$ cat config.mk
export PLATFORM = sky130hd
export DESIGN_NAME = pipe_field
export DESIGN_NICKNAME = d
export VERILOG_FILES = /design/src/rtl/pipe_field.sv
export SDC_FILE = /design/constraint.sdc
export NUM_CORES = 1
export LEC_CHECK = 0
export CORE_MARGIN = 2
export CORE_UTILIZATION = 40
export CTS_CLUSTER_DIAMETER = 80
export CTS_CLUSTER_SIZE = 28
export DETAILED_ROUTE_END_ITERATION = 12
export PLACE_DENSITY = 0.6
export SYNTH_ARGS = -nofsm -noshare
export SYNTH_HDL_FRONTEND = slang
export SYNTH_SLANG_ARGS = --single-unit
$ cat constraint.sdc
create_clock -name clk -period 2.9 [get_ports clk]
set_input_delay 0.435 -clock clk [delete_from_list [all_inputs] [get_ports clk]]
set_output_delay 0.435 -clock clk [all_outputs]
set_load 0.05 [all_outputs]
$ cat src/rtl/pipe_field.sv
`default_nettype none
// ============================================================================
// Module   : pipe_field
// Purpose  : Scrolling obstacle generator for the flappy-bird game. Owns two
//            pipe columns that scroll left on each physics strobe, respawn
//            off the right edge with a pseudo-random hole height, and raise
//            a one-cycle score pulse when a pipe passes the bird column.
//            Also answers per-pixel "is this a pipe pixel" queries from the
//            VGA scan with one clock of latency.
// Ports    : clk         - system clock
//            arst_i      - asynchronous active-high reset
//            restart     - synchronous re-initialise (bird death)
//            run         - scrolling enable, 0 freezes the pipes
//            physics_stb - one-cycle physics tick
//            pix_x       - current scan column (10 bits)
//            pix_y       - current scan row (9 bits)
//            pipe_px     - registered: previous-cycle pixel is a pipe pixel
//            point_add   - one-cycle pulse per pipe passing BIRD_X
// Options  : PIPE_SPEEDUP_EN - when defined, every 8 points raise the scroll
//            speed by one pixel per strobe, saturating at X_SIZE/4.
// Revision : 1.0 - initial release
// ============================================================================
module pipe_field #(
  parameter int          SCREEN_W  = 640,
  parameter int          X_SIZE    = 40,
  parameter int          Y_HOLE    = 80,
  parameter int          SPACING   = 360,
  parameter int          SPEED     = 2,
  parameter int          HOLE_MIN  = 100,
  parameter int          BIRD_X    = 160,
  parameter logic [15:0] LFSR_SEED = 16'hACE1
) (
  input  logic       clk,
  input  logic       arst_i,
  input  logic       restart,
  input  logic       run,
  input  logic       physics_stb,
  input  logic [9:0] pix_x,
  input  logic [8:0] pix_y,
  output logic       pipe_px,
  output logic       point_add
);

  // --------------------------------------------------------------------------
  // Constants, all sized to the datapath that consumes them
  // --------------------------------------------------------------------------
  localparam logic [10:0] c_XR0_INIT   = 11'(SCREEN_W + X_SIZE);
  localparam logic [10:0] c_XR1_INIT   = 11'(SCREEN_W + X_SIZE + SPACING);
  localparam logic [8:0]  c_HC_INIT    = 9'(HOLE_MIN + 128);
  localparam logic [8:0]  c_HOLE_MIN   = 9'(HOLE_MIN);
  localparam logic [10:0] c_WRAP       = 11'(2 * SPACING);
  localparam logic [10:0] c_BIRD_X     = 11'(BIRD_X);
  localparam logic [10:0] c_X_SIZE     = 11'(X_SIZE);
  localparam logic [9:0]  c_HALF_HOLE  = 10'(Y_HOLE / 2);
  localparam logic [10:0] c_SPEED_INIT = 11'(SPEED);
  localparam logic [15:0] c_LFSR_MASK  = 16'hB400;

  // --------------------------------------------------------------------------
  // Hole-height LFSR. It free-runs every cycle, independent of run/restart,
  // so the hole sequence a player sees depends on their own timing.
  // A Galois LFSR seeded nonzero never reaches the all-zero lock-up state.
  // --------------------------------------------------------------------------
  logic [15:0] r_lfsr;

  always_ff @(posedge clk or posedge arst_i) begin
    if (arst_i) begin
      r_lfsr <= LFSR_SEED;
    end else if (r_lfsr[0]) begin
      r_lfsr <= (r_lfsr >> 1) ^ c_LFSR_MASK;
    end else begin
      r_lfsr <= r_lfsr >> 1;
    end
  end

  // --------------------------------------------------------------------------
  // Scroll speed
  // --------------------------------------------------------------------------
  logic [10:0] w_speed;

`ifdef PIPE_SPEEDUP_EN
  localparam logic [10:0] c_SPEED_MAX = 11'(X_SIZE / 4);

  logic [2:0]  r_pts;
  logic [10:0] r_speed;

  // point_add is already registered, so counting it here sees each point
  // exactly once; the 7->0 wrap marks every eighth point.
  always_ff @(posedge clk or posedge arst_i) begin
    if (arst_i) begin
      r_pts   <= 3'd0;
      r_speed <= c_SPEED_INIT;
    end else if (restart) begin
      r_pts   <= 3'd0;
      r_speed <= c_SPEED_INIT;
    end else if (point_add) begin
      r_pts <= r_pts + 3'd1;
      if ((r_pts == 3'd7) && (r_speed < c_SPEED_MAX)) begin
        r_speed <= r_speed + 11'd1;
      end
    end
  end

  assign w_speed = r_speed;
`else
  assign w_speed = c_SPEED_INIT;
`endif

  // --------------------------------------------------------------------------
  // Pipe columns
  // --------------------------------------------------------------------------
  // restart has priority over motion; a strobe while frozen is ignored.
  logic       w_move;
  logic [1:0] w_cross;
  logic [1:0] w_hit;
  logic [10:0] w_pix_x_ext;
  logic [9:0]  w_pix_y_ext;

  assign w_move      = physics_stb & run & ~restart;
  assign w_pix_x_ext = {1'b0, pix_x};
  assign w_pix_y_ext = {1'b0, pix_y};

  for (genvar gi = 0; gi < 2; gi++) begin : g_pipe
    localparam logic [10:0] c_XR_INIT = (gi == 0) ? c_XR0_INIT : c_XR1_INIT;

    logic [10:0] r_xr;        // exclusive right edge
    logic [8:0]  r_hc;        // hole centre row
    logic [7:0]  w_rnd;
    logic        w_respawn;
    logic [10:0] w_xr_next;
    logic [9:0]  w_hole_lo;
    logic [9:0]  w_hole_hi;
    logic        w_col;
    logic        w_row;

    // Pipe 0 draws from the low LFSR byte, pipe 1 from the high byte, so a
    // simultaneous reload still gives the two pipes different holes.
    if (gi == 0) begin : g_rnd_lo
      assign w_rnd = r_lfsr[7:0];
    end else begin : g_rnd_hi
      assign w_rnd = r_lfsr[15:8];
    end

    // A pipe whose right edge would reach or cross column 0 jumps forward by
    // two spacings minus the step, so the pair keeps its exact separation.
    assign w_respawn = (r_xr <= w_speed);
    assign w_xr_next = w_respawn ? (r_xr + c_WRAP - w_speed)
                                 : (r_xr - w_speed);

    always_ff @(posedge clk or posedge arst_i) begin
      if (arst_i) begin
        r_xr <= c_XR_INIT;
        r_hc <= c_HC_INIT;
      end else if (restart) begin
        r_xr <= c_XR_INIT;
        r_hc <= c_HOLE_MIN + {1'b0, w_rnd};
      end else if (w_move) begin
        r_xr <= w_xr_next;
        if (w_respawn) begin
          r_hc <= c_HOLE_MIN + {1'b0, w_rnd};
        end
      end
    end

    // Score when the right edge steps from beyond the bird column onto or
    // past it. A respawn always lands far right, so it can never score.
    assign w_cross[gi] = w_move & (r_xr > c_BIRD_X) & (w_xr_next <= c_BIRD_X);

    // Column test adds X_SIZE to the pixel instead of subtracting it from
    // the edge, so a pipe partly past column 0 needs no signed arithmetic.
    assign w_col = ((w_pix_x_ext + c_X_SIZE) >= r_xr) & (w_pix_x_ext < r_xr);

    assign w_hole_lo = {1'b0, r_hc} - c_HALF_HOLE;
    assign w_hole_hi = {1'b0, r_hc} + c_HALF_HOLE;
    assign w_row     = (w_pix_y_ext < w_hole_lo) | (w_pix_y_ext >= w_hole_hi);

    assign w_hit[gi] = w_col & w_row;
  end

  // --------------------------------------------------------------------------
  // Registered outputs. Both pipes crossing together still give one pulse.
  // --------------------------------------------------------------------------
  always_ff @(posedge clk or posedge arst_i) begin
    if (arst_i) begin
      pipe_px   <= 1'b0;
      point_add <= 1'b0;
    end else begin
      pipe_px   <= |w_hit;
      point_add <= |w_cross;
    end
  end

endmodule
`default_nettype wire

==> flow_summary.yaml, run 1 <==
status:
  run_status: "finished, final reports clean"
route:
  drt-pass1-iter-count: 4
  routed_wirelength_microns: 10000
  drc: 0
  dr_total_vias: 3638
  drtIter0Drc: 229
  final_antenna_net_count: 0
  avgViaCountPerCell: 5.45
  wl_per_cell_microns: 15.0
clocking:
  clk_pin_slew_ns: 0.08
  cts_hold_buf: 0
  clk_latency_ns: 0.30
  htreeDepth: 2
  cts_tree: "done"
  cts_buffer_depth: 2
  root_buffer: "clkbuf_16"
  postCtsSetupRepairBufs: 0
  cts_sinks: 56
  post_cts_resize_count: 0
  numCtsBuffers: 5
final_layout:
  area_delta_synth_final_pct: 11.8
  layout_common_cells: "75 x ha_1, 37 x nor2_1, 35 x inv_1, 34 x dfrtp_1"
  antenna_cells: 0
  nets: 623
  final_cell_area_sq_um: 5160
  final_core_util_pct: 45.6
  stdcell_count: 668
  final_common_cell: "ha_1"
  drive_gt1_share_pct: 10.9
  fill_cells: 1096
worst_hold_path:
  hold_class: "reg2reg"
floorplan:
  dieArea_sq_um: 12400
  coreArea_sq_um: 11300
  initial_utilization_pct: 40.8
  die_h_microns: 111
  row_count: 39
  top_level_ports: 26
  die_w_microns: 111
sta:
  worstMarginPinSlew_ns: 0.691
  relSlewSlack_pct: 54.0
  rsz0062_at_grt: "no"
  clock.fmax_mhz: 377
  hold_violations: 0
  fin_crit_ns: 2.65
  min_period_over_period_pct: 91.5
  finalMaxSlewViolations: 0
  setup_viol: 0
  finClkSkew_ns: 0.0131
critical_path:
  crit_family: "compound AO/OA/AOI/OAI gates"
  required_ns: 3.09
  critPathKind: "in2reg"
  slowest_stage: "clkdlybuf4s50_1"
  crit_arrival_ns: 2.84
  critical_path.max_stage_delay_ns: 0.43
  crit_fanout: 2
  crit_chain: "clkdlybuf4s50_1 > ha_1 > xnor2_1 > ha_1 > a21o_1 > a2111oi_0 > o21ai_0 > a41o_1 > a32o_1"
  cp_common_cell: "ha_1"
  endpoint_kind: "register"
  worst_setup_path_start_kind: "input pin"
  cp_num_buf_inv: 1
logic_synthesis:
  syn-num-nets: 606
  ys_types: 57
  syn_inst: 507
  async_flop_share_pct: 100
  ys_ff_latch: 56
  synthFlopType: "dfrtp_1"
  synth-edff-count: 0
  syn_area_sq_um: 4620
  synth_warnings: 0
  seq_area_frac_synth_pct: 30.9
  syn-mean-instance-area_sq_um: 9.11
place:
  dp_hpwl_microns: 8010
  io_buffers: 24
  gp_congestion: 0.875
  placed_area_sq_um: 5010
  dpl.cell_count: 660
pwr:
  power_frac_seq_pct: 43.8
  p_comb_share_pct: 23.3
  p_leak_nw: 2.28
  clkPwrFrac_pct: 33.0
  p_per_area_nw_per_um2: 370
  total_power_w: 0.00191
  p_switching_w: 0.000578
  intPower_w: 0.00133
  p_sw_share_pct: 30.2
  ir_worst_vdd_uv: 334
global_routing:
  antenna_found_initial: 0
  grt_max_degree: 57
  track_usage_pct: 16.8
  grt_pass1_vias: 3497
  grt_pass1_wl_microns: 17400
  grt_overflow: 0
run:
  maxCapViolations: 0
[sequential cells by signal, indices dropped and copies added (netlist names)]
signal       flops
r_lfsr          16
pipe_px          1
g_pipe.r_xr     20
g_pipe.r_hc     18
point_add        1
[path summary, 6_finish.rpt]
kind / from / endpoint / depth (start not counted) / slack, ns
max in group asynchronous: arst_i / r_lfsr[2] / 3 / 1.79
worst min-delay path: r_lfsr[1] / r_lfsr[0] / 0 / 0.39
worst max register to register: g_pipe[0].r_hc[3] / pipe_px / 10 / 0.40
min in group asynchronous: arst_i / g_pipe[0].r_xr[1] / 3 / 0.64
worst max-delay path: pix_x[3] / pipe_px / 9 / 0.25
worst min register to register: r_lfsr[1] / r_lfsr[0] / 0 / 0.39
[power by group through the flow]
stage	combinational, W	sequential, W	clock [W]
after floorplan	0.000317	0.000841	0
after global placement	0.000434	0.000849	0
after detailed placement	0.000447	0.000851	0
after CTS	0.000450	0.000837	0.000649
after global routing	0.000511	0.000842	0.000679
final	0.000445	0.000837	0.000630
[Yosys cell counts (all sizes together) (2+ instances only)]
library cell,instances,area share [%]
ha,75,20
nor2,37,3.0
inv,36,2.9
a21oi,34,3.8
dfrtp,34,18
o21ai,33,3.6
xnor2,28,5.3
nand2,27,2.2
dfstp,22,13
nor3,21,2.4
clkbuf,19,1.5
xor2,18,3.4
nand2b,11,1.5
nand3,9,0.98
a211oi,8,1.3
nor4,7,1.4
mux2,6,1.5
nand4,6,0.81
or4,6,1.1
a2111oi,5,1.1
a21o,5,0.81
buf,5,0.68
o211ai,5,0.81
a31oi,4,0.54
nor2b,4,0.54
o2111ai,4,0.76
or3,4,0.54
nor3b,3,0.49
o21a,3,0.49
o32ai,3,0.57
a211o,2,0.38
mux2i,2,0.43
o31a,2,0.38
o31ai,2,0.33
or3b,2,0.38
[logic make-up after synthesis]
kind of cell	synth area share, %
simple gates	16.0
compound gates	16.8
fa+ha+maj	20.5
buf+inv	5.15
flops	30.9
xor+xnor	8.72
mux	1.90
[cell type report]
class                   instances  area (sq um)  share of cell area, %
inverters                      36           135                   2.62
flip-flops and latches         56          1430                   27.7
clock inverters                 3          27.5                  0.533
multi-input cells             391          2950                   57.2
well taps                     143           179                   3.47
clock buffers                   5           125                   2.42
repair buffers                 34           315                   6.11
[metal layers]
layer	up-vias	GRT usage, %	routed length [microns]
met5	-	0	0
met4	0	3.21	85
met3	5	1.63	256
met2	46	29.6	4970
met1	1725	22.7	4690
li1	1862	-	-
[stage by stage]
| step | hold slack, ns | setup WS, ns | TNS [ns] |
|---|---|---|---|
| after floorplan | 0.350 | 0.528 | 0 |
| final | 0.385 | 0.246 | 0 |
| after CTS | 0.382 | 0.248 | 0 |
| after global routing | 0.389 | 0.101 | 0 |
| after global placement | 0.363 | -0.0390 | -0.0390 |
| after detailed placement | 0.360 | -0.0305 | -0.0305 |
No activity file was read; power rests on OpenSTA's default activity.
==> inputs of run 2 (changes only) <==
--- a/config.mk
+++ b/config.mk
@@ -10,6 +10,7 @@
 export CTS_CLUSTER_DIAMETER = 80
 export CTS_CLUSTER_SIZE = 28
 export DETAILED_ROUTE_END_ITERATION = 12
+export HOLD_SLACK_MARGIN = 0.1
 export PLACE_DENSITY = 0.6
 export SYNTH_ARGS = -nofsm -noshare
 export SYNTH_HDL_FRONTEND = slang
==> results of run 2 <==
Final layout, timing and power as in run 1 (identical DEF).
